## config.mk

```make
export PLATFORM = sky130hd
export DESIGN_NAME = stream_lane_pipe
export DESIGN_NICKNAME = d
export VERILOG_FILES = /design/src/rtl/stream_lane_pipe.sv
export SDC_FILE = /design/constraint.sdc
export NUM_CORES = 1
export LEC_CHECK = 0
export BUFFER_PORTS_ARGS = -buffer_cell sky130_fd_sc_hd__buf_2
export CORE_MARGIN = 5
export CORE_UTILIZATION = 53
export CTS_CLUSTER_SIZE = 25
export DETAILED_ROUTE_END_ITERATION = 8
export MAX_ROUTING_LAYER = met4
export PLACE_DENSITY = 0.83
export SLEW_MARGIN = 10
export SYNTH_ARGS = -nofsm -noshare
export SYNTH_HDL_FRONTEND = slang
export SYNTH_SLANG_ARGS = --single-unit
```

## constraint.sdc

```tcl
create_clock -name clk -period 6.04 [get_ports clk]
set_input_delay 0.302 -clock clk [delete_from_list [all_inputs] [get_ports clk]]
set_output_delay 0.302 -clock clk [all_outputs]
set_load 0.02 [all_outputs]
```

## src/rtl/stream_lane_pipe.sv

```systemverilog
// Issue/retire controller between the read buffer and write buffer around a fixed-latency lane operator.
// Optional stall counters are enabled with `define STREAM_LANE_PIPE_STATS_EN.
module stream_lane_pipe #(
   parameter int unsigned LANES      = 2,
   parameter int unsigned LANE_W     = 32,
   parameter int unsigned LATENCY    = 4,
   parameter int unsigned SKID_DEPTH = 8,
   parameter int unsigned CNT_W      = 32
) (
   input  logic                      clk,
   input  logic                      rst,
   input  logic                      clr,
   input  logic                      run,
   input  logic [CNT_W-1:0]          elem_count,
   output logic                      done,
   output logic                      busy,
   input  logic [LANES*LANE_W-1:0]   in_data,
   input  logic                      in_empty,
   output logic                      in_rd_en,
   output logic [LANES*LANE_W-1:0]   op_data,
   output logic                      op_valid,
   input  logic [LANES*LANE_W-1:0]   res_data,
   output logic [LANES*LANE_W-1:0]   out_data,
   output logic                      out_wr_en,
   input  logic                      out_afull
`ifdef STREAM_LANE_PIPE_STATS_EN
   ,
   output logic [31:0]               stall_in_cnt,
   output logic [31:0]               stall_out_cnt
`endif
);

   localparam int unsigned DW    = LANES * LANE_W;
   localparam int unsigned PTR_W = (SKID_DEPTH > 1) ? $clog2(SKID_DEPTH) : 1;
   localparam int unsigned FC_W  = $clog2(SKID_DEPTH + 1);
   localparam int unsigned CR_W  = FC_W + 1;

   localparam logic [1:0] S_IDLE  = 2'd0;
   localparam logic [1:0] S_ISSUE = 2'd1;
   localparam logic [1:0] S_DRAIN = 2'd2;

   logic [1:0]       state_q, state_d;
   logic             done_d;
   logic             start;
   logic             issue;
   logic             capture;
   logic             pop;
   logic [CNT_W-1:0] count_q, issued_q, written_q;
   logic [PTR_W-1:0] wr_ptr_q, rd_ptr_q;
   logic [FC_W-1:0]  fifo_cnt_q, inflight_q;
   logic [CR_W-1:0]  credit_used;
   logic [DW-1:0]    fifo_mem [SKID_DEPTH];

   function automatic logic [PTR_W-1:0] ptr_inc(input logic [PTR_W-1:0] p);
      return (p == PTR_W'(SKID_DEPTH - 1)) ? '0 : PTR_W'(p + 1'b1);
   endfunction

   // Results already in the FIFO plus results still inside the operator.
   assign credit_used = CR_W'(fifo_cnt_q) + CR_W'(inflight_q);
   assign pop         = !clr && (fifo_cnt_q != '0) && !out_afull;

   assign in_rd_en = issue;
   assign op_valid = issue;
   assign op_data  = in_data;

   // Next-state and issue decode.
   always_comb begin
      state_d = state_q;
      done_d  = 1'b0;
      start   = 1'b0;
      issue   = 1'b0;
      case (state_q)
         S_IDLE: begin
            if (run) begin
               start = 1'b1;
               if (elem_count == '0) done_d  = 1'b1;
               else                  state_d = S_ISSUE;
            end
         end
         S_ISSUE: begin
            issue = !in_empty && (issued_q < count_q) &&
                    (credit_used < CR_W'(SKID_DEPTH));
            if (issue && (CNT_W'(issued_q + 1'b1) == count_q)) state_d = S_DRAIN;
         end
         S_DRAIN: begin
            if (written_q == count_q) begin
               done_d  = 1'b1;
               state_d = S_IDLE;
            end
         end
         default: state_d = S_IDLE;
      endcase
      if (clr) begin
         state_d = S_IDLE;
         done_d  = 1'b0;
         start   = 1'b0;
         issue   = 1'b0;
      end
   end

   always_ff @(posedge clk or negedge rst) begin
      if (!rst) begin
         state_q <= S_IDLE;
         done    <= 1'b0;
         busy    <= 1'b0;
      end else begin
         state_q <= state_d;
         done    <= done_d;
         busy    <= (state_d != S_IDLE);
      end
   end

   // Valid tracking: stage 0 is the issue strobe itself.
   generate
      if (LATENCY == 1) begin : g_lat1
         assign capture = issue;
      end else begin : g_vld
         logic [LATENCY-2:0] vld_q;
         always_ff @(posedge clk or negedge rst) begin
            if (!rst) begin
               vld_q <= '0;
            end else if (clr) begin
               vld_q <= '0;
            end else begin
               vld_q[0] <= issue;
               for (int unsigned k = 1; k < LATENCY - 1; k++) vld_q[k] <= vld_q[k-1];
            end
         end
         assign capture = vld_q[LATENCY-2];
      end
   endgenerate

   always_ff @(posedge clk or negedge rst) begin
      if (!rst) begin
         count_q    <= '0;
         issued_q   <= '0;
         written_q  <= '0;
         inflight_q <= '0;
         fifo_cnt_q <= '0;
         wr_ptr_q   <= '0;
         rd_ptr_q   <= '0;
         out_data   <= '0;
         out_wr_en  <= 1'b0;
      end else if (clr) begin
         count_q    <= '0;
         issued_q   <= '0;
         written_q  <= '0;
         inflight_q <= '0;
         fifo_cnt_q <= '0;
         wr_ptr_q   <= '0;
         rd_ptr_q   <= '0;
         out_data   <= '0;
         out_wr_en  <= 1'b0;
      end else begin
         if (start) begin
            count_q   <= elem_count;
            issued_q  <= '0;
            written_q <= '0;
         end else begin
            if (issue) issued_q  <= CNT_W'(issued_q + 1'b1);
            if (pop)   written_q <= CNT_W'(written_q + 1'b1);
         end
         case ({issue, capture})
            2'b10:   inflight_q <= FC_W'(inflight_q + 1'b1);
            2'b01:   inflight_q <= FC_W'(inflight_q - 1'b1);
            default: inflight_q <= inflight_q;
         endcase
         case ({capture, pop})
            2'b10:   fifo_cnt_q <= FC_W'(fifo_cnt_q + 1'b1);
            2'b01:   fifo_cnt_q <= FC_W'(fifo_cnt_q - 1'b1);
            default: fifo_cnt_q <= fifo_cnt_q;
         endcase
         if (capture) wr_ptr_q <= ptr_inc(wr_ptr_q);
         if (pop) begin
            rd_ptr_q <= ptr_inc(rd_ptr_q);
            out_data <= fifo_mem[rd_ptr_q];
         end
         out_wr_en <= pop;
      end
   end

   // Skid storage; stale contents are harmless because the pointers are cleared.
   always_ff @(posedge clk) begin
      if (capture) fifo_mem[wr_ptr_q] <= res_data;
   end

`ifdef STREAM_LANE_PIPE_STATS_EN
   always_ff @(posedge clk or negedge rst) begin
      if (!rst) begin
         stall_in_cnt  <= '0;
         stall_out_cnt <= '0;
      end else if (clr || start) begin
         stall_in_cnt  <= '0;
         stall_out_cnt <= '0;
      end else begin
         if ((state_q == S_ISSUE) && in_empty && (stall_in_cnt != '1))
            stall_in_cnt <= 32'(stall_in_cnt + 1'b1);
         if ((fifo_cnt_q != '0) && out_afull && (stall_out_cnt != '1))
            stall_out_cnt <= 32'(stall_out_cnt + 1'b1);
      end
   end
`endif

endmodule

```

# After elaboration in Yosys (flattened, before gate mapping)

Memories as Yosys holds them, arrays and structs flattened.
Cells that the tools add are included.

Add/subtract/negate cells: 9
$lt $le $gt $ge: 2
Eq/ne operators: 10
Mux-type cells: 40
Reduce and logical (&&, ||, !) cells: 19

Operators by type and width:

| cell                                                                  | number |
|---|---|
| 32-bit 2-to-1 mux                                                     | 8 |
| 64-bit 2-to-1 mux                                                     | 2 |
| 32-bit by 1-bit adder with 32-bit output (second input constant)      | 2 |
| 32-bit == test                                                        | 2 |
| 32-bit logical NOT                                                    | 1 |
| 32-bit < comparator                                                   | 1 |
| 3-bit 2-to-1 mux                                                      | 7 |
| 4-bit one-hot mux with 2 select lines                                 | 2 |
| 1-bit 2-to-1 mux                                                      | 12 |
| 3-bit nonzero test                                                    | 4 |
| 2-bit 2-to-1 mux                                                      | 5 |
| 4-bit by 1-bit adder with 4-bit output (second input constant)        | 2 |
| 4-bit 2-to-1 mux                                                      | 2 |
| 2-bit nonzero test                                                    | 4 |
| 4-bit by 1-bit subtractor with 4-bit output (second input constant)   | 2 |
| 3-bit by 1-bit adder with 3-bit output (second input constant)        | 2 |
| 2-bit by 1-bit == test with 1-bit output (second input constant)      | 3 |
| 2-bit == test (second input constant)                                 | 3 |
| 3-bit == test (second input constant)                                 | 2 |
| 2-bit one-hot mux with 3 select lines                                 | 1 |
| 4-bit by 4-bit adder with 5-bit output                                | 1 |
| 1-bit logical AND                                                     | 5 |
| 5-bit by 4-bit < comparator with 1-bit output (second input constant) | 1 |
| 4-bit nonzero test                                                    | 1 |
| 3 further kinds                                                       | 5 |

Register bits after elaboration: 182
RAM bits: 512
Bits of input ports: 166
Logic and storage cells: 94
Memories: 1

Memory list:

| name     | depth | bits a word | rd ports | clocked after memory_dff | wr ports | RTL line | text |
|---|---|---|---|---|---|---|---|
| fifo_mem | 8     | 64          | 1        | 0                        | 1        | 52       | `logic [DW-1:0] fifo_mem [SKID_DEPTH];` |

# Longest topological paths before layout

Depth in word-level cells: 8
Gate-level depth with buffers: 19

# Worst setup path before layout

OpenSTA, ideal clock, no wires.

Path type: register -> register
Start point: reg g_vld.vld_q[2]
End point: mem fifo_mem[1][0] (netlist name), enable pin
Setup time: 0.565 ns
Arrival time: 5.197 ns
Path slack: 0.278 ns
Stages on the path, launching flop included: 4
Clock period less this slack: 5.762 ns
Path through: dfrtp_1 -> buf_1 -> nand2_1 -> nor3_1

Longest elaborated chain between the ends: 2

Ends and longest elaborated chain:

| what                                   | RTL line | text |
|---|---|---|
| from (decl)                            | 118      | `logic [LATENCY-2:0] vld_q;` |
| from (signal assigned)                 | 121      | `vld_q <= '0;` |
| from (signal assigned)                 | 123      | `vld_q <= '0;` |
| 1-bit 2-to-1 mux                       | 184      | `if (capture) fifo_mem[wr_ptr_q] <= res_data;` |
| 1-bit 2-to-1 mux (implied by the code) | 184      |  |
| to (decl)                              | 52       |  |

Every way passes these cells.

# Worst setup path in the final report

Start point: reg inflight_q[3]
End point: reg inflight_q[3]

Longest elaborated chain between the ends: 8

Ends and longest elaborated chain:

| what                                                                      | RTL line | text |
|---|---|---|
| from (decl)                                                               | 50       | `logic [FC_W-1:0] fifo_cnt_q, inflight_q;` |
| from (signal assigned)                                                    | 164      | `2'b10: inflight_q <= FC_W'(inflight_q + 1'b1);` |
| from (signal assigned)                                                    | 165      | `2'b01: inflight_q <= FC_W'(inflight_q - 1'b1);` |
| from (signal assigned)                                                    | 166      | `default: inflight_q <= inflight_q;` |
| 4-bit by 4-bit adder with 5-bit output                                    | 59       | `assign credit_used = CR_W'(fifo_cnt_q) + CR_W'(inflight_q);` |
| 5-bit by 4-bit < comparator with 1-bit output                             | 82       | `(credit_used < CR_W'(SKID_DEPTH));` |
| 1-bit logical AND                                                         | 81       | `issue = !in_empty && (issued_q < count_q) &&` |
| 1-bit 2-to-1 mux                                                          | 72       | `case (state_q)` |
| 1-bit 2-to-1 mux                                                          | 93       | `if (clr) begin` |
| 2-bit by 1-bit == test with 1-bit output or 2-bit == test (tied branches) | 163      | `case ({issue, capture})` |
| 4-bit one-hot mux with 2 select lines                                     | 163      |  |
| 4-bit 2-to-1 mux                                                          | 144      | `end else if (clr) begin` |

Parallel ways exist; a longest one is shown, timed or not.
A chain may end at the register's enable or synchronous reset.

==> flow_summary_export.csv <==
group,metric,value,unit
cts,cts.sinks,694,
finish,mostFrequentLayoutCells,"512 x edfxtp_1, 179 x dfrtp_1, 169 x buf_2",
place,dp_hpwl,43100,um
power,ir_worst_vdd,0.452,mV
cts,cts_repair_resize_count,0,
sta,period_needed,4.62,ns
logic_synthesis,ys.flop_type,"edfxtp_1",
floorplanning,die_x,248,um
critical_path,path_cells,"ha_1 > or4_1 > a211o_1 > a21oi_2 > nand2_2 > o41a_4 > nor2_8 > nand2_4 > clkinv_2 > buf_4 > nor2_1 > ha_1 > a21o_1 > a21o_1 > or4_1 > nand4_1",
hold_path,hp-start,"elem_count[31]",
logic_synthesis,synth_fp_nets,2184,
critical_path,critical_path.endpoint_type,"flip-flop",
drt,drtPass1Iterations,5,
drt,drt-wirelength-per-cell,26.1,um
power,total_leakage_power,12.4,nW
floorplanning,ios,299,
global_route,grt_pass1_wl,117000,um
sta,max_slew_margin,30.8,%
sta,slew_viol_final,0,
critical_path,startpoint_type,"flip-flop",
global_route,grtUsageTotal,26.0,%
sta,fmax,217,MHz
finish,nets,2377,
global_route,grt_pass1_vias,19100,
critical_path,r2r_cells,16,
finish,final_common_cell,"edfxtp_1",
logic_synthesis,synth_area_leaders,"edfxtp_1 51%, dfrtp_1 15%, mux4_2 9.6%",
cts,cts_htree_levels,3,
logic_synthesis,synth_cell_types,65,
cts,clock_latency,0.62,ns
finish,drive_above_1_share,20.6,%
logic_synthesis,synth-compound-area-share,4.48,%
logic_synthesis,synth_mux_area_share,12.2,%
floorplanning,std_cell_rows,87,
status,status,"complete, no violations",
sta,hold_viol,0,
global_route,overflow,0,
logic_synthesis,netlist_instances,1971,
sta,setup_viol,0,
critical_path,critPathArrivalTime,5.15,ns
logic_synthesis,synthAdderAreaFrac,2.01,%
drt,drc,0,
critical_path,worst-setup-path-type,"reg -> reg",
drt,vias,18400,
sta,rsz0062_at_grt,"false",
drt,avgViaCountPerCell,6.17,
place,dp_cells,2759,
finish,layout.cells.non_filler,2984,
drt,drt_iter0_drc,1726,
logic_synthesis,yosys.area_share.simple,7.86,%
floorplanning,start_util,53.3,%
global_route,grt_max_degree,89,
drt,antenna_left,0,
sta,final.setup.tns,0,ns
place,port_buffers,170,
logic_synthesis,synth.avg_cell_area,15.2,um^2
cts,root_buffer,"clkbuf_16",
cts,clk_pin_slew,0.06,ns
critical_path,worstPathMaxFanout,50,
cts,clock_path_buffers,3,
sta,min_period_over_period,76.5,%
finish,fillers,3997,
critical_path,r2r_slack,1.42,ns
hold_path,holdCritPathClass,"in -> reg",
hold_path,whs_path_depth,3,
critical_path,slowest_delay,0.49,ns
run,max_cap_viol_count,0,
floorplanning,core-area,0.0562,mm^2
sta,fin_skew,0.0350,ns
logic_synthesis,synth_edf_count,512,
global_route,antenna_found_initial,5,
logic_synthesis,syn_area,0.0299,mm^2
logic_synthesis,yosys.area.top_type,"edfxtp_1",
drt,wirelength,78000,um
power,p_per_area,299,mW/mm^2
logic_synthesis,seq_area_frac_synth,66.5,%
logic_synthesis,synthArstFlopShare,26.2,%
finish,area_growth,14.9,%
critical_path,r2r_start,"inflight_q[3]",
logic_synthesis,synth_top_family_by_area,"multiplexers",
critical_path,path_delay_family,"simple AND/OR/NAND/NOR gates",
cts,cts_made_buffers,71,
critical_path,critical_path_required,6.57,ns
logic_synthesis,yosys_register_bits,694,
place,place_congestion,0.996,
cts,cts_tree,"yes",
hold_path,min_to,"count_q[31]",
critical_path,path_buf_inv,2,
floorplanning,fp.dieArea,0.0614,mm^2
sta,worst_pin_slew,1.04,ns
floorplanning,die-height,248,um
logic_synthesis,synth-warning-count,0,
finish,multi_input_area,0.00899,mm^2
critical_path,crit_slowest_cell,"o41a_4",
logic_synthesis,synthXorXnorAreaFrac,3.25,%
finish,ff_latch_area,0.0199,mm^2
critical_path,rr_endpoint,"inflight_q[3]",
logic_synthesis,synth_top_area_share,51.3,%
## stage by stage
step           cell area [um^2]  power (W)  utilization (%)  hold slack [ns]  setup WS (ns)
5_1_grt                   34400     0.0106             61.2           0.0425           1.13
6_report                  34400     0.0103             61.2           0.0312           1.42
3_3_place_gp              31100    0.00580             55.4            0.428           1.58
2_1_floorplan             29900    0.00567                -          0.00641          0.278
3_5_place_dp              31100    0.00582             55.4            0.420           1.50
4_1_cts                   34400     0.0103             61.2          0.00231           1.47
## sequential cells by signal, summed over array words and instances (netlist names)
name,flops
busy,1
g_vld.vld_q,3
written_q,32
state_q,2
out_data,64
wr_ptr_q,3
inflight_q,4
fifo_mem,512
rd_ptr_q,3
issued_q,32
count_q,32
fifo_cnt_q,4
out_wr_en,1
done,1
## cell type report
class                           count  area share [%]
Sequential cell                   694            58.0
Antenna cell                        7          0.0509
Tap cell                          756            2.75
Timing Repair Buffer              283            5.64
Clock inverter                     31            1.02
Inverter                           50           0.549
Multi-Input combinational cell   1064            26.1
Clock buffer                       99            5.89
## worst min-delay path: stages
cell     delay (ns)
buf_2          0.10
nand2_1        0.11
a21oi_1        0.08
## worst max-delay path by stage
stage | from | slack (ns) | endpoint | cells past startpoint
floorplan | g_vld.vld_q[2] | 0.28 | fifo_mem[1][0] | 3
global placement | inflight_q[3] | 1.58 | inflight_q[3] | 16
detailed placement | inflight_q[3] | 1.50 | inflight_q[3] | 16
CTS | inflight_q[3] | 1.47 | inflight_q[3] | 16
global route | count_q[23] | 1.13 | inflight_q[3] | 17
finish | inflight_q[3] | 1.42 | inflight_q[3] | 16
## where the power goes
part           leakage, nW  internal, W  switching (W)
Combinational         4.16     0.000222       0.000349
Sequential            7.11      0.00517      0.0000491
Clock                 1.16      0.00259        0.00191
Total                 12.4      0.00798        0.00231
## synthesized netlist by cell type, drive strengths merged (29+ instances only)
master	number
inv	49
edfxtp	512
a21oi	69
nand2	142
ha	45
nor4	29
xor2	51
nor2	89
mux2i	77
nand4	31
mux4	128
dfrtp	182
clkbuf	62
buf	101
o21ai	89
xnor2	60
nand3	103
## logic make-up after synthesis
kind of cell | after synthesis
muxes | 205
adders and majority gates | 47
buffers and inverters | 213
and+or+nand+nor | 478
xor gates and xnor gates | 111
AOI/OAI and AO/OA | 223
DFF | 694
## per-layer routing
| layer | global-route usage [%] | share of wire (%) | up-vias |
|---|---|---|---|
| met3 | 7.05 | 9.8 | 159 |
| met4 | 7.16 | 2.8 | 0 |
| li1 | - | - | 7852 |
| met5 | - | 0 | - |
| met1 | 33.1 | 37 | 9352 |
| met2 | 41.9 | 50 | 1053 |
## repair_timing
| item | in CTS | in global routing |
|---|---|---|
| hold endpoints to repair | 615 | 0 |
| setup buffers | 0 | 0 |
| hold buffers | 88 | 0 |
Note: power is estimated with default switching activity, not from simulation.
